**config.mk**
```make
export PLATFORM = sky130hd
export DESIGN_NAME = cp_s1_read_ram
export DESIGN_NICKNAME = d
export VERILOG_FILES = /design/src/rtl/cp_s1_pkg.sv /design/src/rtl/cp_s1_sync_fifo.sv /design/src/rtl/cp_s1_read_ram.sv
export SDC_FILE = /design/constraint.sdc
export NUM_CORES = 1
export LEC_CHECK = 0
export BUFFER_PORTS_ARGS = -buffer_cell sky130_fd_sc_hd__buf_4
export CORE_ASPECT_RATIO = 0.9
export CORE_MARGIN = 2
export CORE_UTILIZATION = 45
export DETAILED_ROUTE_END_ITERATION = 8
export PLACE_DENSITY = 0.61
export SYNTH_ARGS = -nofsm -noshare
export SYNTH_HDL_FRONTEND = slang
export SYNTH_HIERARCHICAL = 1
export SYNTH_SLANG_ARGS = --single-unit
```
**constraint.sdc**
```tcl
create_clock -name clk -period 17.7 [get_ports clk]
set_clock_uncertainty 0.1 [all_clocks]
set_input_delay 0.885 -clock clk [delete_from_list [all_inputs] [get_ports clk]]
set_output_delay 0.885 -clock clk [all_outputs]
set_load 0.05 [all_outputs]
```
**src/rtl/cp_s1_pkg.sv**
```systemverilog
// Shared definitions for the cp_s1 read stage.
// Contents: the read-sequencer state encoding and the derivation of the
// return-data FIFO depth from the RAM read latency.
package cp_s1_pkg;

    typedef enum logic [1:0] {
        ST_IDLE  = 2'd0,
        ST_READ  = 2'd1,
        ST_DRAIN = 2'd2
    } rd_state_e;

    // Every read in flight needs a FIFO slot. Two extra slots let strobes keep
    // flowing at one per cycle while the head word waits for its handshake.
    function automatic int fifo_depth(input int rd_latency);
        return rd_latency + 32'sd2;
    endfunction

endpackage

```
**src/rtl/cp_s1_sync_fifo.sv**
```systemverilog
// Single-clock FIFO with a combinational head-of-queue read.
// Ports:
//   clk, rst        - clock, asynchronous active-high reset
//   push, push_data - write strobe and data (ignored when full)
//   pop             - consume the head word (ignored when empty)
//   pop_data        - current head word
//   full, empty     - occupancy flags
//   count           - number of stored words
module cp_s1_sync_fifo #(
    parameter int WIDTH = 128,
    parameter int DEPTH = 4
) (
    input  logic                       clk,
    input  logic                       rst,
    input  logic                       push,
    input  logic [WIDTH-1:0]           push_data,
    input  logic                       pop,
    output logic [WIDTH-1:0]           pop_data,
    output logic                       full,
    output logic                       empty,
    output logic [$clog2(DEPTH+1)-1:0] count
);

    localparam int PTR_W = (DEPTH > 1) ? $clog2(DEPTH) : 1;
    localparam int CNT_W = $clog2(DEPTH + 1);

    logic [WIDTH-1:0] mem_r [DEPTH];
    logic [PTR_W-1:0] wr_ptr_r;
    logic [PTR_W-1:0] rd_ptr_r;
    logic [CNT_W-1:0] count_r;
    logic             push_ok_s;
    logic             pop_ok_s;

    // Depth need not be a power of two, so pointers wrap explicitly.
    function automatic logic [PTR_W-1:0] ptr_inc(input logic [PTR_W-1:0] p);
        if (p == PTR_W'(DEPTH - 1)) begin
            return {PTR_W{1'b0}};
        end else begin
            return p + PTR_W'(1);
        end
    endfunction

    assign full      = (count_r == CNT_W'(DEPTH));
    assign empty     = (count_r == {CNT_W{1'b0}});
    assign count     = count_r;
    assign pop_data  = mem_r[rd_ptr_r];
    assign push_ok_s = push & ~full;
    assign pop_ok_s  = pop & ~empty;

    // Storage, pointers and occupancy; push and pop together leave count unchanged.
    always_ff @(posedge clk or posedge rst) begin
        if (rst) begin
            for (int i = 0; i < DEPTH; i++) begin
                mem_r[i] <= {WIDTH{1'b0}};
            end
            wr_ptr_r <= {PTR_W{1'b0}};
            rd_ptr_r <= {PTR_W{1'b0}};
            count_r  <= {CNT_W{1'b0}};
        end else begin
            if (push_ok_s) begin
                mem_r[wr_ptr_r] <= push_data;
                wr_ptr_r        <= ptr_inc(wr_ptr_r);
            end
            if (pop_ok_s) begin
                rd_ptr_r <= ptr_inc(rd_ptr_r);
            end
            case ({push_ok_s, pop_ok_s})
                2'b10:   count_r <= count_r + CNT_W'(1);
                2'b01:   count_r <= count_r - CNT_W'(1);
                default: count_r <= count_r;
            endcase
        end
    end

endmodule

```
**src/rtl/cp_s1_read_ram.sv**
```systemverilog
// Frame reader: on a start pulse, reads DATA_NUM words from a RAM with fixed
// read latency and streams them out over a valid/ready interface.
// Ports:
//   clk, rst                  - clock, asynchronous active-high reset
//   i_start                   - frame-start pulse (honoured only when idle)
//   o_m1_rd_en, o_m1_rd_addr  - RAM read strobe and address
//   i_m1_rd_data              - RAM data, valid RD_LATENCY cycles after strobe
//   o_data, o_data_valid,
//   o_data_last, i_data_ready - downstream stream
//   o_busy, o_done            - frame in progress / frame-complete pulse
module cp_s1_read_ram
    import cp_s1_pkg::*;
#(
    parameter int READ_RAM_WIDTH = 128,
    parameter int SAMPLE_WIDTH   = 32,
    parameter int DATA_NUM       = 1024,
    parameter int INIT_ADDR      = 0,
    parameter int ADD_ADDR       = 16,
    parameter int RD_LATENCY     = 2
) (
    input  logic                      clk,
    input  logic                      rst,
    input  logic                      i_start,
    output logic                      o_m1_rd_en,
    output logic [SAMPLE_WIDTH-1:0]   o_m1_rd_addr,
    input  logic [READ_RAM_WIDTH-1:0] i_m1_rd_data,
    output logic [READ_RAM_WIDTH-1:0] o_data,
    output logic                      o_data_valid,
    output logic                      o_data_last,
    input  logic                      i_data_ready,
    output logic                      o_busy,
    output logic                      o_done
);

    localparam int FIFO_DEPTH = fifo_depth(RD_LATENCY);
    localparam int FCNT_W     = $clog2(FIFO_DEPTH + 1);
    localparam int OUT_W      = FCNT_W + 2;
    localparam int WCNT_W     = $clog2(DATA_NUM) + 1;
    localparam logic [SAMPLE_WIDTH-1:0] ADDR_INIT = SAMPLE_WIDTH'(INIT_ADDR);
    localparam logic [SAMPLE_WIDTH-1:0] ADDR_STEP = SAMPLE_WIDTH'(ADD_ADDR);

    rd_state_e           state_r;
    rd_state_e           next_state_s;
    logic                rd_en_r;
    logic [SAMPLE_WIDTH-1:0] rd_addr_r;
    logic [SAMPLE_WIDTH-1:0] next_addr_r;
    logic [WCNT_W-1:0]   rd_cnt_r;
    logic [RD_LATENCY-1:0] vld_sr_r;
    logic [WCNT_W-1:0]   out_cnt_r;
    logic                busy_r;
    logic                done_r;

    logic                issue_s;
    logic                credit_s;
    logic [OUT_W-1:0]    outstanding_s;
    logic                push_s;
    logic                pop_s;
    logic                last_word_s;
    logic                last_hs_s;
    logic                fifo_full_s;
    logic                fifo_empty_s;
    logic [FCNT_W-1:0]   fifo_count_s;
    logic [READ_RAM_WIDTH-1:0] fifo_head_s;

    cp_s1_sync_fifo #(
        .WIDTH (READ_RAM_WIDTH),
        .DEPTH (FIFO_DEPTH)
    ) u_fifo (
        .clk       (clk),
        .rst       (rst),
        .push      (push_s),
        .push_data (i_m1_rd_data),
        .pop       (pop_s),
        .pop_data  (fifo_head_s),
        .full      (fifo_full_s),
        .empty     (fifo_empty_s),
        .count     (fifo_count_s)
    );

    // The oldest stage of the in-flight shift register marks the cycle the RAM word is valid.
    assign push_s       = vld_sr_r[RD_LATENCY-1];
    assign o_data_valid = ~fifo_empty_s;
    assign o_data       = fifo_head_s;
    assign pop_s        = o_data_valid & i_data_ready;
    assign last_word_s  = (out_cnt_r == WCNT_W'(DATA_NUM - 1));
    assign o_data_last  = o_data_valid & last_word_s;
    assign last_hs_s    = pop_s & last_word_s;

    assign o_m1_rd_en   = rd_en_r;
    assign o_m1_rd_addr = rd_addr_r;
    assign o_busy       = busy_r;
    assign o_done       = done_r;

    // Credit check: the strobe on the bus now, reads still in the RAM pipe and
    // stored words all claim a FIFO slot; a word leaving this cycle frees one.
    always_comb begin
        outstanding_s = OUT_W'(rd_en_r);
        for (int i = 0; i < RD_LATENCY; i++) begin
            outstanding_s = outstanding_s + OUT_W'(vld_sr_r[i]);
        end
        outstanding_s = outstanding_s + OUT_W'(fifo_count_s);
        if (pop_s) begin
            outstanding_s = outstanding_s - OUT_W'(1);
        end else begin
            outstanding_s = outstanding_s;
        end
        credit_s = (outstanding_s < OUT_W'(FIFO_DEPTH)) && !(fifo_full_s && !pop_s);
    end

    // Next-state and strobe decision; a start pulse issues the first read directly.
    always_comb begin
        next_state_s = state_r;
        issue_s      = 1'b0;
        case (state_r)
            ST_IDLE: begin
                if (i_start) begin
                    next_state_s = ST_READ;
                    issue_s      = 1'b1;
                end else begin
                    next_state_s = ST_IDLE;
                end
            end
            ST_READ: begin
                if (credit_s) begin
                    issue_s = 1'b1;
                    if (rd_cnt_r == WCNT_W'(DATA_NUM - 1)) begin
                        next_state_s = ST_DRAIN;
                    end else begin
                        next_state_s = ST_READ;
                    end
                end else begin
                    next_state_s = ST_READ;
                end
            end
            ST_DRAIN: begin
                if (last_hs_s) begin
                    next_state_s = ST_IDLE;
                end else begin
                    next_state_s = ST_DRAIN;
                end
            end
            default: begin
                next_state_s = ST_IDLE;
            end
        endcase
    end

    // State register, read strobe, address generation and read counter.
    always_ff @(posedge clk or posedge rst) begin
        if (rst) begin
            state_r     <= ST_IDLE;
            rd_en_r     <= 1'b0;
            rd_addr_r   <= ADDR_INIT;
            next_addr_r <= ADDR_INIT;
            rd_cnt_r    <= {WCNT_W{1'b0}};
        end else begin
            state_r <= next_state_s;
            rd_en_r <= issue_s;
            if (issue_s) begin
                if (state_r == ST_IDLE) begin
                    rd_addr_r   <= ADDR_INIT;
                    next_addr_r <= ADDR_INIT + ADDR_STEP;
                    rd_cnt_r    <= WCNT_W'(1);
                end else begin
                    rd_addr_r   <= next_addr_r;
                    next_addr_r <= next_addr_r + ADDR_STEP;
                    rd_cnt_r    <= rd_cnt_r + WCNT_W'(1);
                end
            end
        end
    end

    // In-flight shift register: one bit per cycle of RAM latency.
    always_ff @(posedge clk or posedge rst) begin
        if (rst) begin
            vld_sr_r <= {RD_LATENCY{1'b0}};
        end else begin
            vld_sr_r[0] <= rd_en_r;
            for (int i = 1; i < RD_LATENCY; i++) begin
                vld_sr_r[i] <= vld_sr_r[i-1];
            end
        end
    end

    // Output word counter, busy flag and frame-complete pulse.
    always_ff @(posedge clk or posedge rst) begin
        if (rst) begin
            out_cnt_r <= {WCNT_W{1'b0}};
            busy_r    <= 1'b0;
            done_r    <= 1'b0;
        end else begin
            if (state_r == ST_IDLE) begin
                out_cnt_r <= {WCNT_W{1'b0}};
            end else if (pop_s) begin
                out_cnt_r <= out_cnt_r + WCNT_W'(1);
            end
            busy_r <= (next_state_s != ST_IDLE);
            done_r <= last_hs_s;
        end
    end

endmodule

```
==> results.md, run 1 <==
- Worst hold path type: flip-flop to flip-flop
- Worst slew pin tran: 1.15 ns
- Post_cts resized: 0
- Final worst-path cycle share: between 20 and 25%
- Leak pwr: 15.1 nW
- Crit path required time: 16.72 ns
- Most common flop cell mapped by yosys: dfrtp_1
- I/O Buffers: between 200 and 300
- Layout cells sized above 1: a little over half
- EDFF count, synth: 0
- Rel. slew slack: 22.8%
- Final min period: between 4 and 5 ns
- # Post-CTS Setup Buffers: 0
- Site Rows: 84
- Post-layout net count: between 2k and 2.5k
- Final Worst Setup Slack: around 13 ns
- Top delay family on crit path: buffers and inverters
- Overall Power: 0.00394 W
- Die width: between 200 and 300 um
- CP most frequent cell: buf_4
- DRT Pass-1 Iters: 4
- Met1 Track Usage GR: about a quarter
- Crit path buf inv count: 2
- Final RePlAce weighted congestion: 0.753
- Worst VDD drop: about 0.08 mV
- DR vias: 15.4k
- Slowest stage delay, CP: between 1 and 1.5 ns
- Synthesis Warnings: 6
- CP Cell Sequence: buf_4 > mux4_2 > buf_4
- First-pass GRT wire length: approximately 94000 um
- Post-DRT Antenna Nets: 0
- Reg clk slew, reported paths: about 0.07 ns
- Ys async rst share: 100%
- Seq/Total Area, Yosys: a little under three fifths
- Critical path launch point type: flip-flop
- Met3 GRT Util: 5.66%
- Num ports: a little under 300
- Routed length per instance: around 21 um
- Netlist cell types: 46
- Die area: between 0.06 and 0.07 mm2
- Setup violators final: 0
- Outcome: completed
- Longest Clk Path Bufs: 3
- Total CTS buffers: 66
- HPWL after DPL: approximately 36000 um
- Worst Setup SP: u_fifo/rd_ptr_r[1]$_DFFE_PP0P_
- GRT Overall Usage: between 10% and 20%
- Hold path start: vld_sr_r[0]$_DFF_PP0_
- Initial antenna violation count: 6
- Critical path class: flip-flop to primary output
- Vias/cell: around 5.5
- 1st-iter DRT viols: just under 800
- Final Hold Viols: 0
- Number of global-route vias before repair: roughly 16k
- Fin. max-slew vios: 0
- Yosys reg bits: 605
- Chip height: around 240 um
- Crit path DAT: around 3.4 ns
- Initial Utilization: ~46%
- Post-Route WL: 59000 um
- Fill cells: 4843
- Synth Instances: 1707
- Pwr dens: roughly 120 mW/mm2
- Area Growth Syn to Fin: 17.8%
- Busiest grt layer: met2
- Dpl ws: between 10 and 15 ns
- RSZ-0062 raised after global routing: false
- CTS tree: done
- Clock root cell: clkbuf_16
- Worst r2r src: u_fifo/count[0]$_DFFE_PP0P_
- CP max FO: 57
- Met2 Resource Use GR: approximately 31%
- Grt total ovfl: 0
- Crit end category: primary output
- Post-CTS Hold Fix Bufs: 0
- Pin count of the biggest net entering global routing: 138
- Core area: ~0.059 mm2
- Clock sink count: 605
- H-tree levels: 3
- Number of max-cap violations: 0
- Setup_tns: 0 ns
- Syn Std Cell Area: around 0.027 mm2
- Avg Cell Area, Syn: between 15 and 20 um2
- DRC: 0
- Worst-skew pair later-pin latency: 0.59 ns
- Net count after synthesis: 1853
- Max Fclk: 230 MHz
- Crit-path slowest cell: dfrtp_4
==> registers in the layout (all words and copies together) (netlist names) <==
| name | count |
|---|---|
| out_cnt_r | 11 |
| o_busy | 1 |
| u_fifo/mem_r | 512 |
| vld_sr_r | 2 |
| u_fifo/rd_ptr_r | 2 |
| u_fifo/wr_ptr_r | 2 |
| o_done | 1 |
| u_fifo/count | 3 |
| rd_cnt_r | 11 |
| state_r | 2 |
| o_m1_rd_en | 1 |
| o_m1_rd_addr | 29 |
| next_addr_r | 28 |
==> worst reg2reg max path, cell delays in order, from the launching register on <==
cell and delay [ns]:
dfrtp_1 0.47, fa_1 0.46, ha_1 0.21, inv_1 0.07, fa_1 0.39, and4bb_2 0.26
xnor2_2 0.85, nand2_1 0.10, buf_4 0.30, or4_1 0.55, a21oi_1 0.15
==> path summary, 6_finish.rpt <==
path | slack (ns) | depth (start not counted) | end
setup reg to reg | 13.69 | 10 | next_addr_r[21]$_DFFE_PP0P_
min in group asynchronous | 0.39 | 2 | u_fifo/mem_r[69]$_DFFE_PP0P_
setup / recovery | 13.34 | 3 | o_data[45]
hold / removal | 0.30 | 0 | vld_sr_r[1]$_DFF_PP0_
hold reg to reg | 0.30 | 0 | vld_sr_r[1]$_DFF_PP0_
max in group asynchronous | 14.55 | 4 | u_fifo/mem_r[96]$_DFFE_PP0P_
==> placed cells by master (no fill, tap or decap), types with 12 or more instances in the layout <==
master	n
nand4_1	17
clkinv_2	13
clkbuf_8	12
mux4_2	128
xor2_1	21
inv_1	16
clkbuf_16	70
nand2_1	81
nor2_1	42
buf_4	317
dfrtp_1	603
nand3_1	50
mux2_2	516
==> report_power, final <==
part           total [W]  internal [W]  switching (W)
Combinational   0.000990      0.000389       0.000601
Sequential       0.00154       0.00144      0.0000954
Clock            0.00141      0.000857       0.000549
==> cells in the mapped netlist, types with 2 or more instances <==
master | count | area share [%]
a21oi_1 | 11 | 0.21
and2_1 | 4 | 0.094
and3_1 | 6 | 0.14
and4_1 | 2 | 0.065
buf_1 | 4 | 0.056
buf_2 | 29 | 0.54
buf_4 | 9 | 0.25
buf_6 | 52 | 2.2
clkbuf_1 | 15 | 0.21
dfrtp_1 | 605 | 57
fa_1 | 3 | 0.22
ha_1 | 11 | 0.51
inv_1 | 18 | 0.25
mux2_2 | 516 | 22
mux2i_1 | 7 | 0.26
mux4_2 | 128 | 11
nand2_1 | 81 | 1.1
nand2b_1 | 4 | 0.094
nand3_1 | 50 | 0.94
nand4_1 | 17 | 0.40
nand4_2 | 2 | 0.094
nand4b_1 | 3 | 0.098
nor2_1 | 46 | 0.65
nor3_1 | 4 | 0.075
nor4_1 | 3 | 0.070
o211ai_1 | 5 | 0.14
o21ai_0 | 9 | 0.17
o21ai_1 | 3 | 0.056
o31ai_1 | 10 | 0.28
or3_1 | 4 | 0.094
or4_1 | 5 | 0.14
xnor2_1 | 7 | 0.23
xor2_1 | 21 | 0.69
==> metal layers <==
layer / vias to the layer above / part of all wire [%]
met5: - / 0.10
li1: 6812 / -
met1: 8165 / 44
met3: 96 / 5.8
met4: 8 / 2.3
met2: 272 / 48
==> cell families after synthesis <==
family	after synthesis	share of synthesized area (%)
adders and majority gates	14	0.739
DFF	605	56.6
buffers and inverters	127	3.50
muxes	651	32.8
AOI/OAI and AO/OA	45	1.13
xor gates and xnor gates	29	0.978
and+or+nand+nor	236	4.28
==> per-stage QoR <==
stage | hold slack, ns | std cells | area (um2) | util (%)
detailed placement | 0.310 | 2689 | 29300 | 49.9
floorplan | 0.286 | 1707 | 26700 | -
global placement | 0.291 | 2689 | 29300 | 49.9
global route | 0.334 | 2805 | 31500 | 53.7
finish | 0.304 | 2806 | 31500 | 53.7
CTS | 0.316 | 2803 | 31500 | 53.7
==> layout make-up <==
type	instances	area, um2	share of cell area [%]
Antenna cell	3	7.51	0.0238
Clock buffer	93	1960	6.21
Clock inverter	21	272	0.862
Inverter	18	76.3	0.242
Multi-Input combinational cell	975	10700	34.0
Sequential cell	605	15100	48.1
Tap cell	774	968	3.07
Timing Repair Buffer	317	2380	7.55
Note: power is estimated with default switching activity, not from simulation.
==> run 2: changes to the inputs <==
==> constraint.sdc (replaced) <==
create_clock -name clk -period 4.5 [get_ports clk]
set_clock_uncertainty 0.1 [all_clocks]
set_input_delay 0.225 -clock clk [delete_from_list [all_inputs] [get_ports clk]]
set_output_delay 0.225 -clock clk [all_outputs]
set_load 0.05 [all_outputs]
==> run 2 against run 1 <==
  * Sequential power rose to 3.9 times the previous value
  * Register-to-register slack got worse by 13 ns
  * Combinational power grew to 4.2 times the previous value
  * Via count grew 3.0%
  * Cell count grew 5.2%
  * Worst setup slack got worse by 12 ns
  * Critical endpoint is now o_m1_rd_addr[4]$_DFFE_PP0P_
  * Non-clock buffer count rose by 137
  * Final area increased by 4.8%
  * Sequential share of layout area is 2.2 points lower
  * Die area did not move
  * Wire length grew 0.91%
  * Hold slack worse by 0.15 ns
==> results.md, run 2 (synthesized netlist as in run 1, its figures left out) <==
- Outcome: completed
- Final cell count without fillers: 2951 (+5.2%)
- # Post-CTS Setup Buffers: 0 (unchanged)
- 1st-iter DRT viols: 733 (-6.6%)
- Worst slew pin tran: 1.09 ns (-0.0695 ns)
- Crit path DAT: 3.92 ns (+0.55 ns)
- Max reg flops: 512 (unchanged)
- P_int: 0.0107 W (+300%)
- Reg2reg end: o_m1_rd_addr[4]$_DFFE_PP0P_
- Dpl cell area: 0.0295 mm2 (+0.74%)
- Post_cts resized: 0 (unchanged)
- Largest Register: u_fifo/mem_r
- FF/Latch Area: 0.0151 mm2 (unchanged)
- Switching power: 0.00492 W (+300%)
- Crit end category: flip-flop
- Cells after DPL: 2695 (+0.22%)
- Worst r2r src: u_fifo/count[0]$_DFFE_PP0P_
- Number of global-route vias before repair: 17.3k (+5.0%)
- Worst VDD drop: 0.419 mV (+430%)
- Commonest non-fill, non-tap cell in the layout: dfrtp_1
- Seq pwr share: 38.7% (-0.4 points)
- DRT Pass-1 Iters: 4 (unchanged)
- Die width: 261 um (unchanged)
- Critical path launch point type: flip-flop
- Max Fclk: between 200 and 300 MHz
- Worst-skew pair later-pin latency: 0.58 ns (about the same)
- Clock root cell: clkbuf_16
- DRC: 0 (unchanged)
- Total CTS buffers: 68 (+3.0%)
- Setup violators final: 0 (unchanged)
- First-pass GRT wire length: 96500 um (+2.8%)
- Fill cells: 4742 (-2.1%)
- HPWL after DPL: 36100 um (+0.68%)
- Setup_tns: 0 ns (unchanged)
- Post-DRT Antenna Nets: 0 (unchanged)
- Num ports: 297 (unchanged)
- Pwr dens: 472 mW/mm2 (+280%)
- Area Growth Syn to Fin: 23.5%
- Reg2Reg Setup Slack: 0.96 ns (-12.73 ns)
- Clock power frac: 34.9% (-0.8 points)
- Site Rows: 84 (unchanged)
- Final worst-path cycle share: 78.7%
- GRT Overall Usage: 19.8% (+0.40 points)
- I/O Buffers: 296 (unchanged)
- Number of max-cap violations: 0 (unchanged)
- Chip height: 235 um (unchanged)
- Pin count of the biggest net entering global routing: 146 (+5.8%)
- DR vias: 15.8k (+3.0%)
- Worst reg-to-reg path cell count: 9 (-1)
- Final Hold Viols: 0 (unchanged)
- Vias/cell: 5.36 (-2.1%)
- Post-route design area: 0.0330 mm2 (+4.8%)
- Rel. slew slack: 27.7% (+4.8 points)
- Final min period: between 3 and 4 ns
- Reg clk slew, reported paths: 0.06 ns (about the same)
- CTS tree: done
- Post-CTS Hold Fix Bufs: 131 (+131)
- Most frequent cells in the layout: dfrtp_1, mux2_2, buf_4, dlygate4sd3_1, mux4_2
- Footprint of the multi-input gates: 0.0107 mm2 (unchanged)
- Routed length per instance: 20.2 um (-4.1%)
- Post-layout net count: 2268 (+6.5%)
- H-tree levels: 3 (unchanged)
- Overall Power: 0.0156 W (+300%)
- Initial Utilization: 45.6% (unchanged)
- Fin. max-slew vios: 0 (unchanged)
- Longest Clk Path Bufs: 3 (unchanged)
- Critical path class: flip-flop to flip-flop
- Grt total ovfl: 0 (unchanged)
- RSZ-0062 raised after global routing: false
- Layout cells sized above 1: 49.7% (-3.5 points)
- Post-Route WL: 59500 um (+0.91%)
- Initial antenna violation count: 5 (-1)
- Comb power frac: 26.4% (+1.2 points)
- Core area: 0.0586 mm2 (unchanged)
- Clock sink count: 605 (unchanged)
- Layout Utilization: 56.3% (+2.6 points)
- Final RePlAce weighted congestion: 0.753 (about the same)
- CP max FO: 18 (-68%)
- Worst hold path type: input port to async pin
- Die area: 0.0614 mm2 (unchanged)
- Leak pwr: 15.8 nW (+4.0%)
- Sw frac: 31.6% (-0.043 points)
- Crit path required time: 4.88 ns (-11.84 ns)
run 2: cell count changes in the layout (fill, tap and decap cells not counted), moves of 2 or more:
cell,previous run,this run
bufinv_16,6,2
clkinv_2,13,7
diode_2,3,5
buf_4,317,309
dlygate4sd3_1,0,131
clkbuf_16,70,73
clkbuf_1,11,23
clkbuf_8,12,14
buf_12,0,14
run 2: power by group through the flow:
stage                     Clock, W  Combinational [W]  Sequential [W]
final                      0.00544            0.00411         0.00603
after CTS                  0.00562            0.00417         0.00604
after floorplan                  0            0.00307         0.00589
after detailed placement         0            0.00407         0.00614
after global placement           0            0.00404         0.00613
after global routing       0.00583            0.00435         0.00608
run 2: final cells by class:
cell class | instances | share of cell area (%)
diodes | 5 | 0.0379
clock buffers | 110 | 6.38
clock inverters | 10 | 0.333
inverters | 18 | 0.220
multi-input cells | 975 | 32.4
flip-flops and latches | 605 | 45.9
well taps | 774 | 2.93
repair buffers | 454 | 11.8
run 2: through the flow:
| step | hold slack [ns] | worst slack (ns) |
|---|---|---|
| floorplan | 0.277 | -2.88 |
| global placement | 0.194 | 1.05 |
| finish | 0.152 | 0.959 |
| global route | 0.152 | 0.708 |
| CTS | 0.122 | 0.957 |
| detailed placement | 0.200 | 0.975 |
run 2: worst max-delay path, stage by stage (launching register included):
cell and delay (ns):
dfrtp_1 0.48, fa_1 0.46, ha_1 0.21, inv_1 0.07
fa_1 0.40, and4bb_2 0.26, xnor2_2 0.36, and2_1 0.61
nor2_1 0.22, a22o_1 0.25
run 2: how the worst max path moves through the flow:
stage          cells after the start                   startpoint  slack, ns                           to
2_1_floorplan                      1                          rst      -2.88  u_fifo/count[0]$_DFFE_PP0P_
3_3_place_gp                       9  u_fifo/count[0]$_DFFE_PP0P_       1.05      rd_cnt_r[0]$_DFFE_PP0P_
3_5_place_dp                       9  u_fifo/count[0]$_DFFE_PP0P_       0.97  o_m1_rd_addr[4]$_DFFE_PP0P_
4_1_cts                            9  u_fifo/count[0]$_DFFE_PP0P_       0.96  o_m1_rd_addr[4]$_DFFE_PP0P_
5_1_grt                            9  u_fifo/count[0]$_DFFE_PP0P_       0.71  o_m1_rd_addr[4]$_DFFE_PP0P_
6_report                           9  u_fifo/count[0]$_DFFE_PP0P_       0.96  o_m1_rd_addr[4]$_DFFE_PP0P_
run 2: layer usage:
metal	share of wire (%)	routed length, um	global-route usage [%]
met1	45	26700	27.0
met2	48	28400	31.8
met3	5.2	3120	4.98
met4	2.3	1360	5.39
met5	0	0	0
==> run 3: changes to the inputs <==
--- a/config.mk
+++ b/config.mk
@@ -5,12 +5,13 @@
 export SDC_FILE = /design/constraint.sdc
 export NUM_CORES = 1
 export LEC_CHECK = 0
+export ABC_AREA = 1
 export BUFFER_PORTS_ARGS = -buffer_cell sky130_fd_sc_hd__buf_4
 export CORE_ASPECT_RATIO = 0.9
 export CORE_MARGIN = 2
 export CORE_UTILIZATION = 45
 export DETAILED_ROUTE_END_ITERATION = 8
-export PLACE_DENSITY = 0.61
+export PLACE_DENSITY = 0.6
 export SYNTH_ARGS = -nofsm -noshare
 export SYNTH_HDL_FRONTEND = slang
 export SYNTH_HIERARCHICAL = 1
==> constraint.sdc (replaced) <==
create_clock -name clk -period 3.66 [get_ports clk]
set_clock_uncertainty 0.1 [all_clocks]
set_input_delay 0.183 -clock clk [delete_from_list [all_inputs] [get_ports clk]]
set_output_delay 0.183 -clock clk [all_outputs]
set_load 0.05 [all_outputs]
==> run 3 against run 2 <==
  * Register-to-register slack worse by 0.33 ns
  * Global-route usage increased by 5.6 points
  * Maximum frequency is 17% higher
  * Synthesized cell count grew 130%
  * Largest power group is now combinational logic
==> results.md, run 3 <==
- Reg clk slew, reported paths: 0.06 ns (about the same)
- Syn Std Cell Area: 0.0310 mm2 (+16%)
- Worst slew pin tran: 1.15 ns (+0.0619 ns)
- Worst-skew pair later-pin latency: 0.59 ns (about the same)
- Most frequent cells in the layout: nand2_1, dfrtp_1, nand4_1, inv_1, buf_4
- H-tree levels: 3 (unchanged)
- Net count after synthesis: 4071 (+120%)
- Synth Area in Adders: 0.638% (-0.10 points)
- Crit path DAT: 3.44 ns (-0.48 ns)
- Site Rows: 91 (+8.3%)
- Die width: 281 um (+7.5%)
- Avg Cell Area, Syn: 7.89 um2 (-50%)
- Final hold slack: 0.116 ns (-0.0361 ns)
- Number of global-route vias before repair: 26.0k (+51%)
- Leak pwr: 18.7 nW (+19%)
- Outcome: completed
- EDFF count, synth: 0 (unchanged)
- Core area: 0.0683 mm2 (+16%)
- Most common flop cell mapped by yosys: dfrtp_1
- Initial Utilization: 45.3% (-0.29 points)
- 1st-iter DRT viols: 2535 (+250%)
- Clock root cell: clkbuf_16
- HPWL after DPL: 47500 um (+31%)
- Critical path launch point type: flip-flop
- Pwr dens: 1120 mW/mm2 (+140%)
- Number of max-cap violations: 0 (unchanged)
- DRC: 0 (unchanged)
- Routed length per instance: 17.9 um (-11%)
- Num ports: 297 (unchanged)
- Top cells by area, synth: dfrtp_1, nand2_1, nand4_1, inv_1, o211ai_1
- I/O Buffers: 296 (unchanged)
- Area Growth Syn to Fin: 18.4%
- Max Fclk: 330 MHz (+17%)
- Largest Register: u_fifo/mem_r
- Commonest non-fill, non-tap cell in the layout: nand2_1
- GRT Overall Usage: 25.5% (+5.6 points)
- Post-layout net count: 4288 (+89%)
- Vias/cell: 5.41 (+1.0%)
- Dpl ws: 0.611 ns (-0.363 ns)
- Worst hold path type: input port to async pin
- Grt total ovfl: 0 (unchanged)
- Top-area cell type share of the netlist area: 48.9% (-7.7 points)
- Initial antenna violation count: 4 (-1)
- Ys async rst share: 100% (unchanged)
- Fin. max-slew vios: 0 (unchanged)
- Seq/Total Area, Yosys: 48.9% (-7.7 points)
- First-pass GRT wire length: 146000 um (+51%)
- Simple-gate portion of the synthesized area: 31.1% (+27 points)
- Final min period: 3.03 ns (-0.508 ns)
- Crit path required time: 4.06 ns (-0.82 ns)
- Rel. slew slack: 23.5% (-4.1 points)
- Max reg flops: 512 (unchanged)
- Critical path class: flip-flop to flip-flop
- DRT Pass-1 Iters: 5 (+1)
- Clock sink count: 605 (unchanged)
- Synthesis Warnings: 6 (unchanged)
- Xor and xnor area share after synthesis: 0.453% (-0.53 points)
- Compound-Gate Fraction of Synth Area: 8.55% (+7.4 points)
- Fill cells: 6602 (+39%)
- Total CTS buffers: 68 (unchanged)
- Layout cells sized above 1: 11.7% (-38 points)
- Setup violators final: 0 (unchanged)
- Top-count cell post-synth: nand2_1
- Final Hold Viols: 0 (unchanged)
- CP max FO: 35 (+17)
- Synth top cells by count: nand2_1, dfrtp_1, nand4_1
- Worst VDD drop: 1.08 mV (+160%)
- Synth Instances: 3925 (+130%)
- Die area: 0.0709 mm2 (+15%)
- Netlist cell types: 33 (-28%)
- Longest Clk Path Bufs: 3 (unchanged)
- Pin count of the biggest net entering global routing: 231 (+58%)
- CTS tree: done
- Post-CTS Hold Fix Bufs: 131 (unchanged)
- Chip height: 253 um (+7.5%)
- RSZ-0062 raised after global routing: false
- # Post-CTS Setup Buffers: 0 (unchanged)
- Final Worst Setup Slack: 0.627 ns (-0.332 ns)
- Mux contribution to synthesized area: 0% (-33 points)
- Final RePlAce weighted congestion: 0.838 (+11%)
- Yosys reg bits: 605 (unchanged)
- Final worst-path cycle share: 82.9% (+4.2 points)
- DR vias: 27.5k (+74%)
- Largest family of logic cells by synthesized area: simple AND/OR/NAND/NOR gates
- Post-DRT Antenna Nets: 0 (unchanged)
- Area leader, netlist: dfrtp_1
- Post_cts resized: 0 (unchanged)
- Crit end category: flip-flop
- Post-Route WL: 90900 um (+53%)
## run 3: cell count changes after synthesis, sizes merged, moves of 173 or more
cell	previous run	this run
nand2	81	1500
mux2	516	0
nand4	19	519
inv	18	331
buf	94	274
o21ai	12	185
## run 3: worst paths after layout
path / from / end / slack, ns / cells after the start
worst max-delay path: o_m1_rd_en$_DFF_PP0_ / rd_cnt_r[0]$_DFFE_PP0P_ / 0.63 / 12
worst min-delay path: rst / o_m1_rd_addr[19]$_DFFE_PP0P_ / 0.12 / 3
worst max register to register: o_m1_rd_en$_DFF_PP0_ / rd_cnt_r[0]$_DFFE_PP0P_ / 0.63 / 12
worst min register to register: vld_sr_r[0]$_DFF_PP0_ / vld_sr_r[1]$_DFF_PP0_ / 0.30 / 0
max in group asynchronous: rst / u_fifo/mem_r[137]$_DFFE_PP0P_ / 2.09 / 4
min in group clk: i_m1_rd_data[92] / u_fifo/mem_r[220]$_DFFE_PP0P_ / 0.30 / 4
## run 3: cell type report
cell class | count | area, um2 | area share [%]
sequential | 605 | 15200 | 41.3
multi-input combinational | 2658 | 12700 | 34.7
timing repair buffer | 477 | 4230 | 11.5
clock buffer | 105 | 2080 | 5.69
inverter | 332 | 1250 | 3.41
tap | 883 | 1100 | 3.01
clock inverter | 12 | 92.6 | 0.253
antenna | 5 | 12.5 | 0.0341
## run 3: where the power goes
group          internal (W)  leakage, nW  switching (W)
combinational       0.00632         10.1         0.0162
clock               0.00397         1.08        0.00277
sequential          0.00989         7.51        0.00197
## run 3: cells by family after synthesis
| kind of cell | Yosys count |
|---|---|
| AND/OR/NAND/NOR | 2171 |
| flip-flops | 605 |
| buffers and inverters | 662 |
| XOR/XNOR | 16 |
| adder cells (fa/ha/maj) | 14 |
| AO/OA/AOI/OAI | 457 |
## run 3: worst max-delay path: stages, from the launching register on
cell     delay (ns)
dfrtp_1        0.41
fa_1           0.54
ha_1           0.16
inv_1          0.05
fa_1           0.49
inv_1          0.04
nor2_1         0.10
nand2_2        0.08
nand2_4        0.09
nand4_2        0.11
nand2_2        0.48
o21ai_0        0.17
o21ai_0        0.10
## run 3: metrics by stage
stage	util, %	total power, W	area, um2	cells	TNS (ns)
after floorplan	-	0.0283	31000	3925	-1906.41
after global placement	48.5	0.0341	33200	4824	0
after detailed placement	48.5	0.0344	33200	4824	0
after CTS	53.6	0.0414	36600	5072	0
after global routing	53.7	0.0441	36700	5076	0
final	53.7	0.0411	36700	5077	0
## run 3: per-layer routing
| metal | part of all wire, % | track usage (%) |
|---|---|---|
| met1 | 47 | 37.6 |
| met2 | 46 | 39.1 |
| met3 | 4.5 | 2.96 |
| met4 | 2.7 | 8.36 |
| met5 | 0 | 0 |
